<file path="config.mk">
export PLATFORM = sky130hd
export DESIGN_NAME = viterbi_channel
export DESIGN_NICKNAME = d
export VERILOG_FILES = /design/src/rtl/viterbi_pkg.sv /design/src/rtl/chan_lfsr16.sv /design/src/rtl/viterbi_channel.sv
export SDC_FILE = /design/constraint.sdc
export NUM_CORES = 1
export LEC_CHECK = 0
export CAP_MARGIN = 20
export CORE_ASPECT_RATIO = 1.2
export CORE_MARGIN = 2
export CORE_UTILIZATION = 56
export CTS_CLUSTER_SIZE = 14
export DETAILED_ROUTE_END_ITERATION = 6
export PLACE_DENSITY_LB_ADDON = 0.3
export SYNTH_ARGS = -nofsm -noshare
export SYNTH_HDL_FRONTEND = slang
export SYNTH_HIERARCHICAL = 1
export SYNTH_SLANG_ARGS = --single-unit
</file>
<file path="constraint.sdc">
create_clock -name clk -period 3.35 [get_ports clk]
set_input_delay 0.5025 -clock clk [delete_from_list [all_inputs] [get_ports clk]]
set_output_delay 0.5025 -clock clk [all_outputs]
set_load 0.02 [all_outputs]
</file>
<file path="src/rtl/viterbi_pkg.sv">
// Shared types and constants for the channel model between the convolutional
// encoder and the Viterbi decoder.
package viterbi_pkg;

  typedef logic [1:0] sym_t;

  typedef enum logic [1:0] {
    CH_CLEAN  = 2'd0,
    CH_BURST  = 2'd1,
    CH_RANDOM = 2'd2,
    CH_RSVD   = 2'd3
  } chan_mode_e;

  // Fibonacci taps 16,14,13,11 as bit positions 15,13,12,10
  localparam logic [15:0] LFSR_TAPS = 16'hB400;

  function automatic logic [1:0] popcount2(sym_t m);
    return {1'b0, m[0]} + {1'b0, m[1]};
  endfunction

endpackage

</file>
<file path="src/rtl/chan_lfsr16.sv">
// 16-bit Fibonacci LFSR that steps once per asserted advance_i.
module chan_lfsr16
  import viterbi_pkg::*;
#(
  parameter logic [15:0] SEED = 16'hACE1
) (
  input  logic        clk,
  input  logic        rst,
  input  logic        advance_i,
  output logic [15:0] state_o
);

  logic [15:0] state_q, state_d;

  always_comb begin
    state_d = state_q;
    if (advance_i) state_d = {state_q[14:0], ^(state_q & LFSR_TAPS)};
  end

  always_ff @(posedge clk or negedge rst) begin
    if (!rst) state_q <= SEED;
    else      state_q <= state_d;
  end

  assign state_o = state_q;

endmodule

</file>
<file path="src/rtl/viterbi_channel.sv">
// Channel model: registers each encoded symbol and injects burst or pseudo-random
// errors inside a window after reset, counting symbols and flipped bits.
module viterbi_channel
  import viterbi_pkg::*;
#(
  parameter int unsigned N         = 4,
  parameter int unsigned BURST_LEN = 2,
  parameter int unsigned WINDOW    = 256,
  parameter sym_t        ERR_MASK  = 2'b10,
  parameter logic [15:0] LFSR_SEED = 16'hACE1
) (
  input  logic        clk,
  input  logic        rst,
  input  logic [1:0]  mode_i,
  input  logic        enable_i,
  input  logic [1:0]  d_in,
  output logic        valid_o,
  output logic [1:0]  d_out,
  output logic [1:0]  err_inj_o,
  output logic [15:0] sym_ct_o,
  output logic [15:0] err_ct_o,
  output logic [15:0] bad_bit_ct_o
);

  localparam int unsigned Period     = 1 << N;
  localparam logic [N-1:0] BurstStart = N'(Period - BURST_LEN);

  logic [15:0] lfsr;
  logic        unused_lfsr;
  chan_mode_e  mode;
  logic        in_window, hit;
  sym_t        mask;
  logic [16:0] bad_sum;

  logic        valid_q;
  sym_t        dout_q, inj_q;
  logic [15:0] sym_ct_q, err_ct_q, bad_ct_q;
  logic [15:0] sym_ct_d, err_ct_d, bad_ct_d;

  chan_lfsr16 #(
    .SEED (LFSR_SEED)
  ) u_lfsr (
    .clk       (clk),
    .rst       (rst),
    .advance_i (enable_i),
    .state_o   (lfsr)
  );

  // Only the low N bits feed the random-mode compare
  assign unused_lfsr = ^lfsr;
  assign mode        = chan_mode_e'(mode_i);
  assign in_window   = {16'd0, sym_ct_q} < WINDOW;

  always_comb begin
    hit = 1'b0;
    case (mode)
      CH_BURST:  hit = in_window && (sym_ct_q[N-1:0] >= BurstStart);
      CH_RANDOM: hit = in_window && (lfsr[N-1:0] == '0);
      default:   hit = 1'b0;
    endcase
  end

  assign mask = hit ? ERR_MASK : 2'b00;

  always_comb begin
    sym_ct_d = (sym_ct_q == 16'hFFFF) ? sym_ct_q : sym_ct_q + 16'd1;
    err_ct_d = err_ct_q;
    if (hit && err_ct_q != 16'hFFFF) err_ct_d = err_ct_q + 16'd1;
    bad_sum  = {1'b0, bad_ct_q} + {15'd0, popcount2(mask)};
    bad_ct_d = bad_sum[16] ? 16'hFFFF : bad_sum[15:0];
  end

  always_ff @(posedge clk or negedge rst) begin
    if (!rst) begin
      valid_q  <= 1'b0;
      dout_q   <= 2'b00;
      inj_q    <= 2'b00;
      sym_ct_q <= 16'd0;
      err_ct_q <= 16'd0;
      bad_ct_q <= 16'd0;
    end else begin
      valid_q <= enable_i;
      if (enable_i) begin
        dout_q   <= d_in ^ mask;
        inj_q    <= mask;
        sym_ct_q <= sym_ct_d;
        err_ct_q <= err_ct_d;
        bad_ct_q <= bad_ct_d;
      end
    end
  end

  assign valid_o      = valid_q;
  assign d_out        = dout_q;
  assign err_inj_o    = inj_q;
  assign sym_ct_o     = sym_ct_q;
  assign err_ct_o     = err_ct_q;
  assign bad_bit_ct_o = bad_ct_q;

endmodule

</file>
# After elaboration in Yosys (flattened, before gate mapping)
# Cells that the tools add are included.
[word_totals]
output_inout_bits = 53
register_bits = 69
in_bits = 7
wordCells = 29
[classes]
n_eq_ne = 4
reduce_logical = 7
magnitude_cmp = 2
add_sub_neg = 4
bitwise = 2
muxes = 3
[ops]
columns = ["op", "count"]
rows = [
  ["adder 16 x 1 -> 16 bit, second input constant", 2],
  ["adder 16 x 2 -> 17 bit", 1],
  ["== test 16 bit, second input constant", 1],
  ["less-than comparator 16 x 9 -> 1 bit, second input constant", 1],
  ["2-to-1 mux 16 bit", 1],
  ["!= test 16 bit, second input constant", 1],
  ["XOR reduction 16 bit", 1],
  [">= comparator 4 bit, second input constant", 1],
  ["logical NOT 4 bit", 1],
  ["AND reduction 2 bit", 2],
  ["logical AND 1 bit", 3],
  ["adder 1 x 1 -> 2 bit", 1],
  ["== test 2 x 1 -> 1 bit, second input constant", 1],
  ["== test 2 bit, second input constant", 1],
  ["2-to-1 mux 2 bit", 1],
  ["case mux 1 bit (2 select lines)", 1],
  ["bitwise XOR 2 bit", 1],
  ["inverter 1 bit", 1],
]

# Longest topological paths before layout
[logic_depth]
depth_word = 7
ltp_mapped = 11
depth_no_buf = 10

# By module
# The synthesis kept the hierarchy.
[by_module_without_submodules]
columns = ["mod", "area_each_um2", "cells_per_inst", "n_inst", "seq_area_each_um2"]
rows = [
  ["viterbi_channel", 2593.7, 247, 1, 1301.2],
  ["chan_lfsr16", 675.6, 38, 1, 410.4],
]

# Worst setup path after synthesis
# OpenSTA, ideal clock, no wires.
[synth_path]
path_type = "input to register"
from = "in mode_i[0]"
to = "reg bad_ct_q[14] (netlist: bad_bit_ct_o[14])"
t_arrival_ns = 2.352
stages = 11
setup_slack_ns = 0.873
setup_time_ns = 0.125
n_path_buf = 1
cell_sequence = "inv_1 ha_1 and2b_1 nand4_1 a21oi_1 ha_1 and3_1 clkbuf_2 and2_1 nand3_1 mux2_2"
[synth_between]
elab_chain_cells = 6
word_cells_on_any_way = 7
classes_between = "2 x add/sub; 2 x eq/ne; 3 x mux"
[synth_rtl]
columns = ["item", "line", "rtl"]
rows = [
  ["start: declaration", "viterbi_channel.sv:14", "input logic [1:0] mode_i,"],
  ["== test 2 bit or == test 2 x 1 -> 1 bit (tied branches)", "viterbi_channel.sv:56", "case (mode)"],
  ["case mux 1 bit (2 select lines) *", "viterbi_channel.sv:56", ""],
  ["net hit", "viterbi_channel.sv:31", "logic in_window, hit;"],
  ["2-to-1 mux 2 bit *", "viterbi_channel.sv:63", "assign mask = hit ? ERR_MASK : 2'b00;"],
  ["adder 1 x 1 -> 2 bit *", "viterbi_pkg.sv:18", "return {1'b0, m[0]} + {1'b0, m[1]};"],
  ["adder 16 x 2 -> 17 bit *", "viterbi_channel.sv:69", "bad_sum = {1'b0, bad_ct_q} + {15'd0, popcount2(mask)};"],
  ["2-to-1 mux 16 bit *", "viterbi_channel.sv:70", "bad_ct_d = bad_sum[16] ? 16'hFFFF : bad_sum[15:0];"],
  ["end signal: assignment", "viterbi_channel.sv:88", "bad_ct_q <= bad_ct_d;"],
  ["end: declaration", "viterbi_channel.sv:37", "logic [15:0] sym_ct_q, err_ct_q, bad_ct_q;"],
]
# The timed path passes the listed nets; every way through them passes the cells marked *.
# A chain may end at the register's enable or synchronous reset.

# Final worst setup path
[layout_path]
from = "in mode_i[0]"
to = "reg bad_ct_q[1] (netlist: bad_bit_ct_o[1])"
# The elaborated chain is that of the path after synthesis.

==> key figures <==
Status
  • Result of the run: completed

Pwr
  • IR Drop Worst-Case VDD: 0.410 mV
  • Internal Pwr Total: 1.70 mW
  • Switching share of power: 0.270
  • Tot Pwr: 2.33 mW
  • NetSw: 628 uW
  • Leakage power of the design: 1.83 nW
  • Combinational share of power: 0.198
  • Sequential cell fraction of total power: 0.485
  • PwrDens: 563 nW/um^2
  • Clk network pwr share: 0.317

Global routing
  • Maximum number of pins on one net before global-route repair: 45
  • Wire length of the first global-routing pass: 10.5 mm
  • Initial antenna violation count: 0
  • Sum of overflow across all layers after global routing: 0
  • Gr usage total: 0.213
  • Number of global-route vias before repair: 2260

Setup path
  • Required time at the endpoint of the critical path: 3620 ps
  • Endpoint type of the worst setup path: flip-flop
  • Largest delay share family, worst path: simple AND/OR/NAND/NOR gates
  • Cell chain of the critical path: clkdlybuf4s50_1, inv_1, ha_1, nor4_2, nand2_2, a21oi_1, ha_1, and3_1, nand2_1, and4_1, nor2_1
  • Slowest stage delay, CP: 450 ps
  • Most numerous cell on the critical path: sky130_fd_sc_hd__ha_1
  • Top fanout value on the critical path: 10
  • Crit path max-delay cell type: sky130_fd_sc_hd__clkdlybuf4s50_1
  • Critical path data arrival time: 3000 ps
  • CP startpoint kind: primary input
  • Class of the most critical setup path: primary input to flip-flop
  • Buffers & Inverters on Critical Path: 2

Clock tree
  • Latest clock arrival within the worst-skew pair: 340 ps
  • Number of post-CTS setup repair buffers: 0
  • Buffer type at the clock tree root: sky130_fd_sc_hd__clkbuf_8
  • H-Tree Level Count: 3
  • Clk sink count: 68
  • Number of buffers created by CTS: 9
  • CTS Hold Buffers Added: 0
  • TritonCTS clock tree: yes
  • Clock slew seen by the registers of the worst setup and hold paths: 70 ps
  • Post-cts repair resize count: 0
  • Maximum buffer depth of the clock tree: 2

Routing
  • Residual DRC: 0
  • Post-route ant nets: 0
  • Sum of routed wire length over all layers: 6.22 mm
  • Via total after detailed routing: 2374
  • Average wire length per cell after detail routing: 14.7 um
  • Detailed-route vias per instance: 5.61
  • Starting DRT DRC Count: 97
  • First-pass iteration count of the detailed router: 4

Place
  • Cell total after placement: 406
  • Final weighted congestion in routability-driven placement: 0.772
  • Quantity of I/O buffers inserted on ports: 58
  • Worst setup timing slack at the placement stage: 300 ps
  • HPWL after detailed placement: 4.35 mm
  • Post-Place Cell Area: 3900 um^2

Yosys
  • Number of synthesis warnings: 6
  • EDFF count, synth: 0
  • Async set or reset register ratio after synthesis: 1.00
  • Number of different library cells in the post-synthesis netlist: 43
  • Post-synthesis sequential area ratio: 0.524
  • Register bit count reported by yosys: 68
  • Count of mapped cells out of synthesis: 285
  • Netlist Area Pre-Place: 3270 um^2
  • Post-synthesis average cell area: 11.5 um^2
  • Net Count, Synth: 296
  • Dominant synthesized flop cell: sky130_fd_sc_hd__dfrtp_1

Timing
  • Max-slew violation count: 0
  • Peak Freq: 366 MHz
  • Portion of the clock cycle consumed by the worst path in the final layout: 0.815
  • Total count of hold-check failures in the final report: 0
  • Final hold slack: 76.6 ps
  • Number of endpoints failing setup at the final stage: 0
  • Worst rel slew slack: 0.588
  • Least setup slack across all paths after layout: 620 ps
  • Final worst path period need: 2730 ps
  • RSZ-0062 raised after global routing: no
  • Post-Route Setup TNS: 0 ps
  • Worst-margin pin slew: 617 ps
  • Clk_skew: 10.0 ps

Job
  • Max Cap Violations: 0

Layout
  • Share of final-layout standard cells stronger than drive strength 1: 0.184
  • Nets: 365
  • Area taken by flip-flops and latches: 1710 um^2
  • Fill cell instance count of the final layout: 426
  • Multi-input gate area in the final layout: 1460 um^2
  • P&R area growth vs syn: 26.6%
  • Final core occ: 0.735
  • Final non-filler cell area: 4140 um^2
  • Fin cells: 423
  • Antenna cells: 0

Floorplanning
  • Vert. Die Dim: 87.7 um
  • Initial cell density of the core: 0.581
  • Standard cell core area: 5630 um^2
  • Site row count: 30
  • Horizontal die dimension: 73.8 um
  • Area of the die: 6470 um^2
  • Count of boundary I/O pins: 60

Hold path
  • Worst Hold Class: primary input to asynchronous set/reset pin
## per-layer routing
metal  vias up  global-route usage  share of wire
li1       1139                   -              -
met1      1162               0.294           0.45
met2        58               0.311           0.48
met3        15              0.0702          0.051
met4         0              0.0843          0.021
met5         -                   0              0
## cell families (layout without fill, tap and decap cells)
kind of cell               count (synthesis)  count (layout)  synth area share
and+or+nand+nor                          116             116             0.199
buffers and inverters                     16              90            0.0310
xor gates and xnor gates                  35              35            0.0938
adders and majority gates                  4               4            0.0153
DFF                                       68              68             0.524
other                                      1               1           0.00115
muxes                                     23              23            0.0899
AOI/OAI and AO/OA                         22              22            0.0463
## path summary, 6_finish.rpt
kind | start | end | slack (ps) | depth (start not counted)
setup / recovery | mode_i[0] | bad_bit_ct_o[1] | 620 | 11
hold / removal | rst | err_ct_o[6] | 80 | 1
setup reg to reg | u_lfsr/state_o[1] | bad_bit_ct_o[1] | 990 | 8
hold reg to reg | err_ct_o[9] | err_ct_o[9] | 490 | 1
max in group asynchronous | rst | u_lfsr/state_o[0] | 2450 | 3
min in group clk | err_ct_o[9] | err_ct_o[9] | 490 | 1
## worst register-to-register path: stages, from the launching register on
cell                       delay (ps)
sky130_fd_sc_hd__dfrtp_1          390
sky130_fd_sc_hd__nor3_1           220
sky130_fd_sc_hd__nand4b_1         250
sky130_fd_sc_hd__a21oi_1          300
sky130_fd_sc_hd__ha_1             240
sky130_fd_sc_hd__and3_1           260
sky130_fd_sc_hd__nand2_1          250
sky130_fd_sc_hd__and4_1           300
sky130_fd_sc_hd__nor2_1            90
## final cells by class
| class | count | share of cell area |
|---|---|---|
| multi-input cells | 201 | 0.352 |
| well taps | 64 | 0.0193 |
| clock buffers | 11 | 0.0342 |
| clock inverters | 5 | 0.0181 |
| flip-flops and latches | 68 | 0.414 |
| inverters | 9 | 0.00816 |
| repair buffers | 65 | 0.155 |
## cells in the final DEF (no fill, tap or decap), types with 3 or more instances in the layout
master and count:
sky130_fd_sc_hd__dfrtp_1 60, sky130_fd_sc_hd__mux2_4 10, sky130_fd_sc_hd__xnor2_1 28, sky130_fd_sc_hd__dfstp_2 8, sky130_fd_sc_hd__nand2_1 25, sky130_fd_sc_hd__clkdlybuf4s50_1 57, sky130_fd_sc_hd__clkbuf_8 10, sky130_fd_sc_hd__inv_1 9
sky130_fd_sc_hd__and4_1 6, sky130_fd_sc_hd__or3_1 3, sky130_fd_sc_hd__clkinv_2 3, sky130_fd_sc_hd__nor3_1 6, sky130_fd_sc_hd__mux2_2 10, sky130_fd_sc_hd__nand3_1 20, sky130_fd_sc_hd__buf_4 6, sky130_fd_sc_hd__nand3_2 8
sky130_fd_sc_hd__a21oi_1 10, sky130_fd_sc_hd__nand4_1 9, sky130_fd_sc_hd__nor2_1 15, sky130_fd_sc_hd__xor2_1 7, sky130_fd_sc_hd__and3_1 11, sky130_fd_sc_hd__ha_1 4
## registers in the layout, summed over array words and instances, names as in the netlist
name and count:
bad_bit_ct_o 16, err_ct_o 16, sym_ct_o 16, u_lfsr/state_o 16
d_out 2, err_inj_o 1, valid_o 1
## cell usage after synthesis (4+ instances only)
cell | number | area [um^2]
sky130_fd_sc_hd__inv_1 | 9 | 33.8
sky130_fd_sc_hd__nand3_2 | 8 | 80.1
sky130_fd_sc_hd__xor2_1 | 7 | 61.3
sky130_fd_sc_hd__nor2_1 | 15 | 56.3
sky130_fd_sc_hd__and3_1 | 11 | 68.8
sky130_fd_sc_hd__dfstp_2 | 8 | 210
sky130_fd_sc_hd__nand4_1 | 9 | 56.3
sky130_fd_sc_hd__nand2_1 | 25 | 93.8
sky130_fd_sc_hd__dfrtp_1 | 60 | 1500
sky130_fd_sc_hd__nand3_1 | 20 | 100
sky130_fd_sc_hd__ha_1 | 4 | 50.1
sky130_fd_sc_hd__xnor2_1 | 28 | 245
sky130_fd_sc_hd__and4_1 | 6 | 52.6
sky130_fd_sc_hd__mux2_2 | 10 | 113
sky130_fd_sc_hd__nor3_1 | 6 | 30.0
sky130_fd_sc_hd__a21oi_1 | 10 | 50.1
sky130_fd_sc_hd__mux2_4 | 10 | 150
## power groups by stage
stage / clock (mW) / sequential (mW) / combinational (mW)
floorplan: 0 / 1.16 / 0.260
finish: 0.738 / 1.13 / 0.462
global route: 0.790 / 1.15 / 0.500
CTS: 0.751 / 1.13 / 0.463
detailed placement: 0 / 1.14 / 0.458
global placement: 0 / 1.14 / 0.438
Power figures use the tool's default switching activity.
